<file path="src/rtl/param_event_counter.sv">
// param_event_counter
//   Parametrised up/down event counter. It has a programmable terminal value
//   (MAX_COUNT), wrap or saturate behaviour at the bounds, a parallel load, and
//   a target compare with a sticky "reached" flag.
//
// Ports:
//   clk       rising-edge clock
//   RST       synchronous, active-high reset (overrides load and en)
//   en        count enable, one step per cycle
//   up_dn     1 = up, 0 = down
//   load      parallel load strobe (beats en)
//   load_val  load value, clamped to MAX_COUNT
//   target    compare value for match/hit
//   clr_hit   clears sticky hit (a same-cycle match wins)
//   count     registered count
//   tc        pulse: count stepped onto MAX_COUNT (up) or 0 (down)
//   wrap      pulse: count wrapped at a bound (SATURATE=0)
//   sat       pulse: step blocked at a bound (SATURATE=1)
//   match     pulse: a step or load produced count == target
//   hit       sticky match flag
//
// Optional: define PARAM_EVENT_COUNTER_ASSERT_EN to compile in concurrent
// assertions and a cover property.
module param_event_counter #(
  parameter int unsigned WIDTH     = 4,
  parameter int unsigned MAX_COUNT = 9,
  parameter bit          SATURATE  = 1'b0
) (
  input  logic             clk,
  input  logic             RST,
  input  logic             en,
  input  logic             up_dn,
  input  logic             load,
  input  logic [WIDTH-1:0] load_val,
  input  logic [WIDTH-1:0] target,
  input  logic             clr_hit,
  output logic [WIDTH-1:0] count,
  output logic             tc,
  output logic             wrap,
  output logic             sat,
  output logic             match,
  output logic             hit
);

  localparam logic [WIDTH-1:0] MaxVal = WIDTH'(MAX_COUNT);
  localparam logic [WIDTH-1:0] One    = WIDTH'(1);

  logic [WIDTH-1:0] count_d, count_q;
  logic             tc_d, tc_q;
  logic             wrap_d, wrap_q;
  logic             sat_d, sat_q;
  logic             match_d, match_q;
  logic             hit_d, hit_q;
  // Set when this cycle writes a new value into the counter (load or
  // unblocked step); only then may match fire.
  logic             moved;

  always_comb begin
    count_d = count_q;
    tc_d    = 1'b0;
    wrap_d  = 1'b0;
    sat_d   = 1'b0;
    moved   = 1'b0;

    if (load) begin
      count_d = (load_val > MaxVal) ? MaxVal : load_val;
      moved   = 1'b1;
    end else if (en) begin
      if (up_dn) begin
        if (count_q < MaxVal) begin
          count_d = count_q + One;
          tc_d    = (count_d == MaxVal);
          moved   = 1'b1;
        end else if (SATURATE) begin
          sat_d = 1'b1;
        end else begin
          count_d = '0;
          wrap_d  = 1'b1;
          moved   = 1'b1;
        end
      end else begin
        if (count_q != '0) begin
          count_d = count_q - One;
          tc_d    = (count_d == '0);
          moved   = 1'b1;
        end else if (SATURATE) begin
          sat_d = 1'b1;
        end else begin
          count_d = MaxVal;
          wrap_d  = 1'b1;
          moved   = 1'b1;
        end
      end
    end

    // count_d never exceeds MaxVal, so an out-of-range target cannot match.
    match_d = moved && (count_d == target);
    hit_d   = match_d | (hit_q & ~clr_hit);
  end

  always_ff @(posedge clk) begin
    if (RST) begin
      count_q <= '0;
      tc_q    <= 1'b0;
      wrap_q  <= 1'b0;
      sat_q   <= 1'b0;
      match_q <= 1'b0;
      hit_q   <= 1'b0;
    end else begin
      count_q <= count_d;
      tc_q    <= tc_d;
      wrap_q  <= wrap_d;
      sat_q   <= sat_d;
      match_q <= match_d;
      hit_q   <= hit_d;
    end
  end

  assign count = count_q;
  assign tc    = tc_q;
  assign wrap  = wrap_q;
  assign sat   = sat_q;
  assign match = match_q;
  assign hit   = hit_q;

`ifdef PARAM_EVENT_COUNTER_ASSERT_EN
  a_count_range: assert property (@(posedge clk) disable iff (RST) count_q <= MaxVal)
    else $display("a_count_range failed: count=%0d", count_q);

  a_reset: assert property (@(posedge clk) RST |=> (count_q == '0 && !hit_q))
    else $display("a_reset failed: count=%0d", count_q);

  a_step_up: assert property (@(posedge clk) disable iff (RST)
      (en && !load && up_dn && count_q < MaxVal) |=> count_q == $past(count_q) + One)
    else $display("a_step_up failed: count=%0d", count_q);

  // Each tc/wrap/sat pulse must be backed by a step sampled the cycle before;
  // a flag cannot linger on its own.
  a_pulse: assert property (@(posedge clk) disable iff (RST)
      (tc_q || wrap_q || sat_q) |-> $past(en && !load))
    else $display("a_pulse failed: count=%0d", count_q);

  c_target: cover property (@(posedge clk) disable iff (RST) en && match_q)
    $display("c_target reached: count=%0d", count_q);
`endif

endmodule

</file>
<file path="config.mk">
export PLATFORM = sky130hd
export DESIGN_NAME = param_event_counter
export DESIGN_NICKNAME = d
export VERILOG_FILES = /design/src/rtl/param_event_counter.sv
export SDC_FILE = /design/constraint.sdc
export NUM_CORES = 1
export LEC_CHECK = 0
export ABC_CLOCK_PERIOD_IN_PS = 2400
export BUFFER_PORTS_ARGS = -buffer_cell sky130_fd_sc_hd__buf_2
export CAP_MARGIN = 20
export CORE_ASPECT_RATIO = 1.2
export CORE_UTILIZATION = 35
export DETAILED_ROUTE_END_ITERATION = 10
export SLEW_MARGIN = 5
export SYNTH_ARGS = -nofsm -noshare
export SYNTH_HDL_FRONTEND = slang
export SYNTH_SLANG_ARGS = --single-unit
</file>
<file path="constraint.sdc">
create_clock -name clk -period 2.4 [get_ports clk]
set_input_delay 0.12 -clock clk [delete_from_list [all_inputs] [get_ports clk]]
set_output_delay 0.12 -clock clk [all_outputs]
set_load 0.01 [all_outputs]
</file>
==> results by group, run 1 <==
Logic synthesis
  • Top cells by area, synth: dfxtp_1, ha_1, a2111oi_4
  • Post-synth EDFFs: 0
  • Async S/R FF share, synth: 0
  • Synth Cell Area: 747 sq um
  • Main flop type after synthesis: dfxtp_1
  • Sequential area share after synthesis: 0.214
  • Mapped Nets: 107
  • #FFs+latches synth: 8
  • Top cell type's share of synthesized area: 0.214
  • Yosys Warn Count: 0
  • Leading area contributor after synthesis: dfxtp_1
  • Mean Syn Cell Area: 8.39 sq um
  • Post-Syn Instances: 89
  • Distinct cells, synth: 44

Global routing
  • Largest net degree at the start of global routing: 14
  • Vias in the first global route: 681
  • First-pass GRT wire length: 2.97 mm
  • Gr ovfl total: 0
  • Initial antenna violation count: 0
  • GRT Util Overall: 0.177

STA
  • Final Setup Violations: 0
  • Hold WS: 0.126 ns
  • Setup TNS: 0 ns
  • Final Critical Period: 2.06 ns
  • Clk_skew: 0.00127 ns
  • Fmax: 485 MHz
  • Crit share post-route: 0.859
  • Slew Limit Fails: 0
  • Final hold vios: 0
  • RSZ-0062 raised after global routing: no

Floorplanning
  • Num ports: 23
  • Core ar.: 1910 sq um
  • Chip Width: 44.2 microns
  • FP Rows: 17
  • Die height: 52.6 microns
  • Total Die Area: 2320 sq um
  • Starting Density: 0.390

CTS
  • Postcts setup bufs: 0
  • CTS Hold Buffers Added: 0
  • CTS tree: yes
  • Worst skew pair latency: 0.26 ns
  • Post-CTS resize count: 0
  • CTS sink cnt: 8
  • Clock slew at reported path FFs: 0.06 ns
  • H-tree level count: 1
  • Total CTS buffers: 3
  • CTS Buffer Depth: 2
  • Clock Tree Root: clkbuf_4

Setup path
  • Critical path peak fanout: 8
  • Worst Path Required: 2.57 ns
  • CP Data Arrival Time: 2.23 ns
  • Crit path kind: flip-flop to flip-flop
  • CP endpoint kind: flip-flop
  • Setup crit start kind: flip-flop
  • Worst reg2reg path depth: 8

Cells and area
  • Layout area overhead: 16.8%
  • Register area: 160 sq um
  • NumNets Final: 129
  • Fillers: 190
  • ANT cells: 0
  • Share of cells above drive strength 1: 0.376
  • Fin util: 0.456
  • Area of the multi-input gates: 531 sq um
  • Most frequent cells in the layout: buf_2, dfxtp_1, nand2_1
  • Most common cell after layout, fill and taps aside: buf_2

Run status
  • Violated checks: DRC
  • Outcome: finished with violations

Routing
  • Total number of vias: 723
  • Drt initial violations: 12
  • DRC violations left: 2
  • WL/cell: 13.5 microns
  • DRT antenna net count: 0
  • WL final: 1.73 mm
  • Drt first pass iters: 7
  • Mean number of vias per cell: 5.65

Placed design
  • IO buf count: 21
  • Dpl hpwl: 1.38 mm
  • Final RePlAce weighted congestion: 0.894

Job
  • Max-cap violations: 0

Worst hold path
  • Hold WC Path Type: input pin to flip-flop
  • Hold Path Cell Cnt: 4

Power and ir drop
  • Worst vdd ir: 0.000259 V
  • Pwr Density: 463 nW/um^2
  • P_leak: 0.376 nW
[worst paths after layout]
path         startpoint  endpoint  slack [ns]
max reg2reg    count[0]       hit        0.34
min reg2reg         hit       hit        0.45
max            count[0]       hit        0.34
min             clr_hit       hit        0.13
[through the flow]
step	cell area, sq um	std cells	power (mW)	setup WS, ns
after detailed placement	850	125	0.297	0.353
after global placement	850	125	0.297	0.391
after global routing	872	128	0.432	0.167
final	872	128	0.404	0.339
after floorplan	747	89	0.255	0.500
after CTS	872	128	0.405	0.337
[sequential cells by signal, summed over array words and instances, names as in the netlist]
signal  flops
hit         1
wrap        1
count       4
tc          1
match       1
[cell families after synthesis]
kind of cell | Yosys count | share of synthesized area
compound gates | 23 | 0.261
other cells | 1 | 0.00502
flops | 8 | 0.214
buf+inv | 10 | 0.0754
xor+xnor | 4 | 0.0469
simple gates | 36 | 0.286
fa+ha+maj | 4 | 0.0670
mux | 3 | 0.0435
[metal layers]
| metal | global-route usage | wire length [microns] | up-vias |
|---|---|---|---|
| met5 | 0 | 0 | - |
| met4 | 0.0606 | 17 | 0 |
| met3 | 0.0552 | 80 | 2 |
| met2 | 0.289 | 847 | 18 |
| met1 | 0.216 | 788 | 336 |
| li1 | - | - | 367 |
[power by group]
| part | leakage, nW | internal [mW] | total [mW] | switching [mW] |
|---|---|---|---|---|
| Clock | 0.0138 | 0.0575 | 0.108 | 0.0502 |
| Combinational | 0.297 | 0.0680 | 0.145 | 0.0773 |
| Sequential | 0.0655 | 0.140 | 0.151 | 0.0107 |
| Total | 0.376 | 0.266 | 0.404 | 0.138 |
[synth_stat cells (all sizes together), types with 2 or more instances]
cell type	number
nor3	4
a211oi	2
buf	4
a31oi	2
xnor2	3
o21ai	4
nor2	7
dfxtp	8
nand3	2
nand2	7
a21oi	2
clkbuf	2
ha	4
a31o	2
nand4b	3
nor3b	3
inv	4
nand4	2
mux2	2
[layout make-up]
type,count,share of cell area
clock buffer,3,0.0258
inverter,4,0.0172
multi-input combinational,71,0.608
sequential,8,0.184
tap,19,0.0273
timing repair buffer,23,0.138
[critical path, cell delays in order, from the launching register on]
cell and delay (ns):
dfxtp_1 0.38, inv_1 0.14, ha_1 0.20, or3b_1 0.38, nand2_1 0.08, a31oi_1 0.08, o211ai_1 0.14, mux2_2 0.39
o31ai_1 0.18
(Power assumes the default switching activity.)
==> inputs of run 2 (changes only) <==
--- a/config.mk
+++ b/config.mk
@@ -11,6 +11,7 @@
 export CORE_ASPECT_RATIO = 1.2
 export CORE_UTILIZATION = 35
 export DETAILED_ROUTE_END_ITERATION = 10
+export PLACE_DENSITY = 0.55
 export SLEW_MARGIN = 5
 export SYNTH_ARGS = -nofsm -noshare
 export SYNTH_HDL_FRONTEND = slang
==> results by group, run 2 (same netlist as run 1, synthesis figures left out) <==
STA
  • Setup TNS: 0 ns (unchanged)
  • Hold WS: 0.117 ns (-0.00929 ns)
  • Crit share post-route: 0.841 (-0.0184)
  • Final Critical Period: 2.02 ns (-0.0441 ns)
  • Final critical-path setup slack: 0.383 ns (+0.0441 ns)
  • Fmax: 496 MHz (+2.2%)
  • RSZ-0062 raised after global routing: no
  • Clk_skew: 0.00106 ns (-0.000209 ns)
  • Final Setup Violations: 0 (unchanged)
  • Final hold vios: 0 (unchanged)
  • Slew Limit Fails: 0 (unchanged)

Placed design
  • Post-Place Cells: 124 (-0.80%)
  • Final RePlAce weighted congestion: 0.952 (+6.5%)
  • IO buf count: 21 (unchanged)
  • Placed cell area: 842 sq um (-0.88%)
  • Placement Setup Slack: 0.413 ns (+0.0594 ns)
  • Dpl hpwl: 1.33 mm (-3.7%)

Setup path
  • CP Data Arrival Time: 2.19 ns (-0.04 ns)
  • CP peak stage delay: 0.39 ns (about the same)
  • Setup crit start kind: flip-flop
  • Crit path kind: flip-flop to flip-flop
  • Critical path peak fanout: 8 (unchanged)
  • Crit-path slowest cell: dfxtp_1
  • Worst Path Required: 2.58 ns (about the same)
  • CP endpoint kind: flip-flop
  • Bufs and invs on worst path: 1 (unchanged)
  • Crit-path cells: inv_1 -> ha_1 -> or3b_1 -> nand2_1 -> a31oi_1 -> o211ai_1 -> mux2_2 -> o31ai_1
  • R2r setup slk: 0.38 ns (+0.04 ns)
  • CP top delay family: simple AND/OR/NAND/NOR gates

CTS
  • CTS Buffer Depth: 2 (unchanged)
  • CTS Hold Buffers Added: 0 (unchanged)
  • Postcts setup bufs: 0 (unchanged)
  • CTS sink cnt: 8 (unchanged)
  • Total CTS buffers: 3 (unchanged)
  • CTS tree: yes
  • Clock Tree Root: clkbuf_4
  • H-tree level count: 1 (unchanged)
  • Clock slew at reported path FFs: 0.06 ns (about the same)
  • Worst skew pair latency: 0.26 ns (about the same)
  • Post-CTS resize count: 0 (unchanged)

Worst hold path
  • Hold WC Path Type: input pin to flip-flop

Run status
  • Violated checks: DRC
  • Outcome: finished with violations

Routing
  • Mean number of vias per cell: 5.75 (+1.8%)
  • DRT antenna net count: 0 (unchanged)
  • DRC violations left: 3 (+1)
  • Total number of vias: 730 (+0.97%)
  • WL/cell: 13.9 microns (+2.6%)
  • Drt initial violations: 19 (+7)
  • WL final: 1.77 mm (+1.8%)
  • Drt first pass iters: 7 (unchanged)

Cells and area
  • NumNets Final: 128 (-0.78%)
  • Share of cells above drive strength 1: 0.370 (-0.00578)
  • Layout area overhead: 15.7%
  • Post-Layout Cell Count: 127 (-0.78%)
  • Most common cell after layout, fill and taps aside: buf_2
  • Area of the multi-input gates: 531 sq um (unchanged)
  • Max reg flops: 4 (unchanged)
  • Most frequent cells in the layout: buf_2, dfxtp_1, nand2_1
  • Fin util: 0.452 (-0.00392)
  • ANT cells: 0 (unchanged)
  • Finished Cell Area: 865 sq um (-0.86%)
  • Fillers: 195 (+2.6%)
  • Register area: 160 sq um (unchanged)

Floorplanning
  • Core ar.: 1910 sq um (unchanged)
  • Chip Width: 44.2 microns (unchanged)
  • Starting Density: 0.390 (unchanged)
  • Total Die Area: 2320 sq um (unchanged)
  • FP Rows: 17 (unchanged)
  • Num ports: 23 (unchanged)
  • Die height: 52.6 microns (unchanged)

Power and ir drop
  • Pwr Density: 466 nW/um^2 (+0.59%)
  • Total power draw: 0.403 mW (-0.28%)
  • Worst vdd ir: 0.000309 V (+19%)
  • P_leak: 0.371 nW (-1.4%)

Job
  • Max-cap violations: 0 (unchanged)

Global routing
  • GRT Util Overall: 0.173 (-0.00457)
  • Vias in the first global route: 623 (-8.5%)
  • Gr ovfl total: 0 (unchanged)
  • Initial antenna violation count: 0 (unchanged)
  • First-pass GRT wire length: 2.87 mm (-3.3%)
  • Largest net degree at the start of global routing: 14 (unchanged)
==> run 2: worst min-delay path: cells and delay by family <==
family	cells	cell delay, ns
AOI/OAI and AO/OA	1	0.05
and+or+nand+nor	2	0.08
buffers and inverters	1	0.07
==> run 2: final timing paths <==
kind,startpoint,end,cells past startpoint
setup / recovery,count[0],hit,8
hold / removal,clr_hit,hit,4
setup reg to reg,count[0],hit,8
hold reg to reg,hit,hit,2
==> run 2: final cells by class <==
class	count	share of cell area
clock buffers	3	0.0260
inverters	4	0.0174
multi-input cells	71	0.614
flip-flops and latches	8	0.185
well taps	19	0.0275
repair buffers	22	0.130
==> run 2: layer usage <==
metal  vias up  part of all wire  track usage
li1        366                 -            -
met1       337              0.45        0.222
met2        23              0.47        0.265
met3         4             0.063       0.0448
met4         0             0.017       0.0808
met5         -                 0            0
==> run 2: report_power, final <==
part | internal (mW) | switching [mW] | total [mW]
sequential | 0.140 | 0.0140 | 0.154
clock | 0.0575 | 0.0501 | 0.108
combinational | 0.0664 | 0.0746 | 0.141
==> inputs of run 3 (changes only) <==
--- a/config.mk
+++ b/config.mk
@@ -5,13 +5,13 @@
 export SDC_FILE = /design/constraint.sdc
 export NUM_CORES = 1
 export LEC_CHECK = 0
-export ABC_CLOCK_PERIOD_IN_PS = 2400
+export ABC_CLOCK_PERIOD_IN_PS = 1700
 export BUFFER_PORTS_ARGS = -buffer_cell sky130_fd_sc_hd__buf_2
 export CAP_MARGIN = 20
 export CORE_ASPECT_RATIO = 1.2
 export CORE_UTILIZATION = 35
 export DETAILED_ROUTE_END_ITERATION = 10
-export PLACE_DENSITY = 0.55
+export PLACE_DENSITY = 0.57
 export SLEW_MARGIN = 5
 export SYNTH_ARGS = -nofsm -noshare
 export SYNTH_HDL_FRONTEND = slang
==> constraint.sdc (replaced) <==
create_clock -name clk -period 1.7 [get_ports clk]
set_input_delay 0.085 -clock clk [delete_from_list [all_inputs] [get_ports clk]]
set_output_delay 0.085 -clock clk [all_outputs]
set_load 0.01 [all_outputs]
==> results by group, run 3 (same netlist as run 1, synthesis figures left out) <==
STA
  • Final critical-path setup slack: -0.160 ns (-0.543 ns)
  • Final hold vios: 0 (unchanged)
  • Clk_skew: 0.00909 ns (+0.00803 ns)
  • Fmax: 538 MHz (+8.5%)
  • Final Critical Period: 1.86 ns (-0.157 ns)
  • Setup TNS: -0.245 ns (-0.245 ns)
  • Crit share post-route: 1.09 (+0.254)
  • Slew Limit Fails: 0 (unchanged)
  • Final Setup Violations: 2 (+2)
  • RSZ-0062 raised after global routing: yes

Placed design
  • IO buf count: 21 (unchanged)
  • Placement Setup Slack: -0.116 ns (-0.529 ns)
  • Final RePlAce weighted congestion: 0.904 (-5.1%)
  • Dpl hpwl: 1.58 mm (+18%)
  • Placed cell area: 986 sq um (+17%)

CTS
  • CTS Hold Buffers Added: 0 (unchanged)
  • Clock slew at reported path FFs: 0.07 ns (about the same)
  • CTS tree: yes
  • H-tree level count: 1 (unchanged)
  • Total CTS buffers: 3 (unchanged)
  • Worst skew pair latency: 0.27 ns (about the same)
  • Clock Tree Root: clkbuf_4
  • CTS Buffer Depth: 2 (unchanged)
  • CTS sink cnt: 8 (unchanged)
  • Postcts setup bufs: 0 (unchanged)

Setup path
  • Crit-path cells: inv_4 -> ha_4 -> or3b_4 -> nand2_2 -> a31oi_1 -> o211ai_1 -> mux2_4 -> o31ai_2
  • Crit path kind: flip-flop to flip-flop
  • Bufs and invs on worst path: 1 (unchanged)
  • CP top delay family: simple AND/OR/NAND/NOR gates
  • Critical path peak fanout: 4 (-4)
  • Worst Path Required: 1.88 ns (-0.70 ns)
  • CP peak stage delay: 0.38 ns (about the same)
  • CP endpoint kind: flip-flop
  • Crit-path slowest cell: or3b_4
  • CP Data Arrival Time: 2.04 ns (-0.15 ns)
  • Setup crit start kind: flip-flop

Power and ir drop
  • Clk network pwr share: 0.260 (-0.007)
  • P_leak: 0.465 nW (+25%)
  • Internal power: 0.431 mW (+63%)
  • Total power draw: 0.658 mW (+63%)
  • Worst vdd ir: 0.000331 V (+7.2%)
  • Pwr Density: 630 nW/um^2 (+35%)
  • Seq pwr share: 0.318 (-0.065)
  • Sw Share: 0.345 (+0.000526)
  • Gate power share: 0.422 (+0.072)
  • Net Sw Power: 0.227 mW (+64%)

Routing
  • Total number of vias: 796 (+9.0%)
  • Drt initial violations: 36 (+17)
  • WL/cell: 13.8 microns (-0.67%)
  • WL final: 1.99 mm (+13%)
  • DRC violations left: 3 (unchanged)
  • Drt first pass iters: 7 (unchanged)
  • DRT antenna net count: 0 (unchanged)
  • Mean number of vias per cell: 5.53 (-3.8%)

Cells and area
  • Share of cells above drive strength 1: 0.544 (+0.174)
  • Fin util: 0.546 (+0.0941)
  • Finished Cell Area: 1040 sq um (+21%)
  • Max reg flops: 4 (unchanged)
  • Layout area overhead: 39.9%
  • NumNets Final: 144 (+13%)
  • ANT cells: 0 (unchanged)
  • Most frequent cells in the layout: buf_2, buf_4, nand2_1, dfxtp_1, nor2_1
  • Most common cell after layout, fill and taps aside: buf_2

Global routing
  • Initial antenna violation count: 0 (unchanged)
  • Gr ovfl total: 0 (unchanged)
  • Largest net degree at the start of global routing: 14 (unchanged)
  • GRT Util Overall: 0.189 (+0.0169)
  • Vias in the first global route: 772 (+24%)
  • First-pass GRT wire length: 3.19 mm (+11%)

Floorplanning
  • FP Rows: 17 (unchanged)
  • Core ar.: 1910 sq um (unchanged)
  • Num ports: 23 (unchanged)
  • Die height: 52.6 microns (unchanged)
  • Total Die Area: 2320 sq um (unchanged)
  • Chip Width: 44.2 microns (unchanged)
  • Starting Density: 0.390 (unchanged)

Job
  • Max-cap violations: 0 (unchanged)

Run status
  • Violated checks: DRC, setup timing
  • Outcome: finished with violations

Worst hold path
  • Hold WC Path Type: input pin to flip-flop
==> run 3: final timing paths <==
kind,slack (ns),cells past startpoint,endpoint,start
hold / removal,0.1,4,hit,clr_hit
hold reg to reg,0.46,2,hit,hit
setup / recovery,-0.16,8,hit,count[0]
setup reg to reg,-0.16,8,hit,count[0]
==> run 3: power by group through the flow <==
stage               registers [mW]  logic (mW)  clock network, mW
floorplan                    0.218       0.152                  0
CTS                          0.209       0.266              0.171
global route                 0.211       0.304              0.184
global placement             0.213       0.259                  0
finish                       0.209       0.277              0.171
detailed placement           0.213       0.263                  0
==> run 3: layout make-up <==
type | count | area (sq um)
Fill cell | 194 | 870
Multi-Input combinational cell | 71 | 577
Timing Repair Buffer | 38 | 233
Sequential cell | 8 | 165
Clock buffer | 4 | 26.3
Tap cell | 19 | 23.8
Inverter | 4 | 20.0
==> run 3: tightest hold or removal path, cell delays in order <==
cell	delay (ns)
buf_2	0.07
nor2_1	0.03
nand2_1	0.06
o31ai_2	0.05
==> run 3: per-stage QoR <==
stage	cells	hold WS [ns]
finish	144	0.0979
global route	144	0.104
CTS	144	0.0829
detailed placement	140	0.355
global placement	140	0.356
floorplan	89	0.260
==> run 3: metal layers <==
| metal | track usage | routed length (microns) |
|---|---|---|
| met5 | 0 | 0 |
| met4 | 0.0758 | 44 |
| met3 | 0.0310 | 103 |
| met1 | 0.217 | 868 |
| met2 | 0.341 | 972 |
==> run 3: timing repair <==
item,in CTS,in global routing
resized for setup,2,7
pin swaps,1,5
endpoints found under the setup margin,2,4
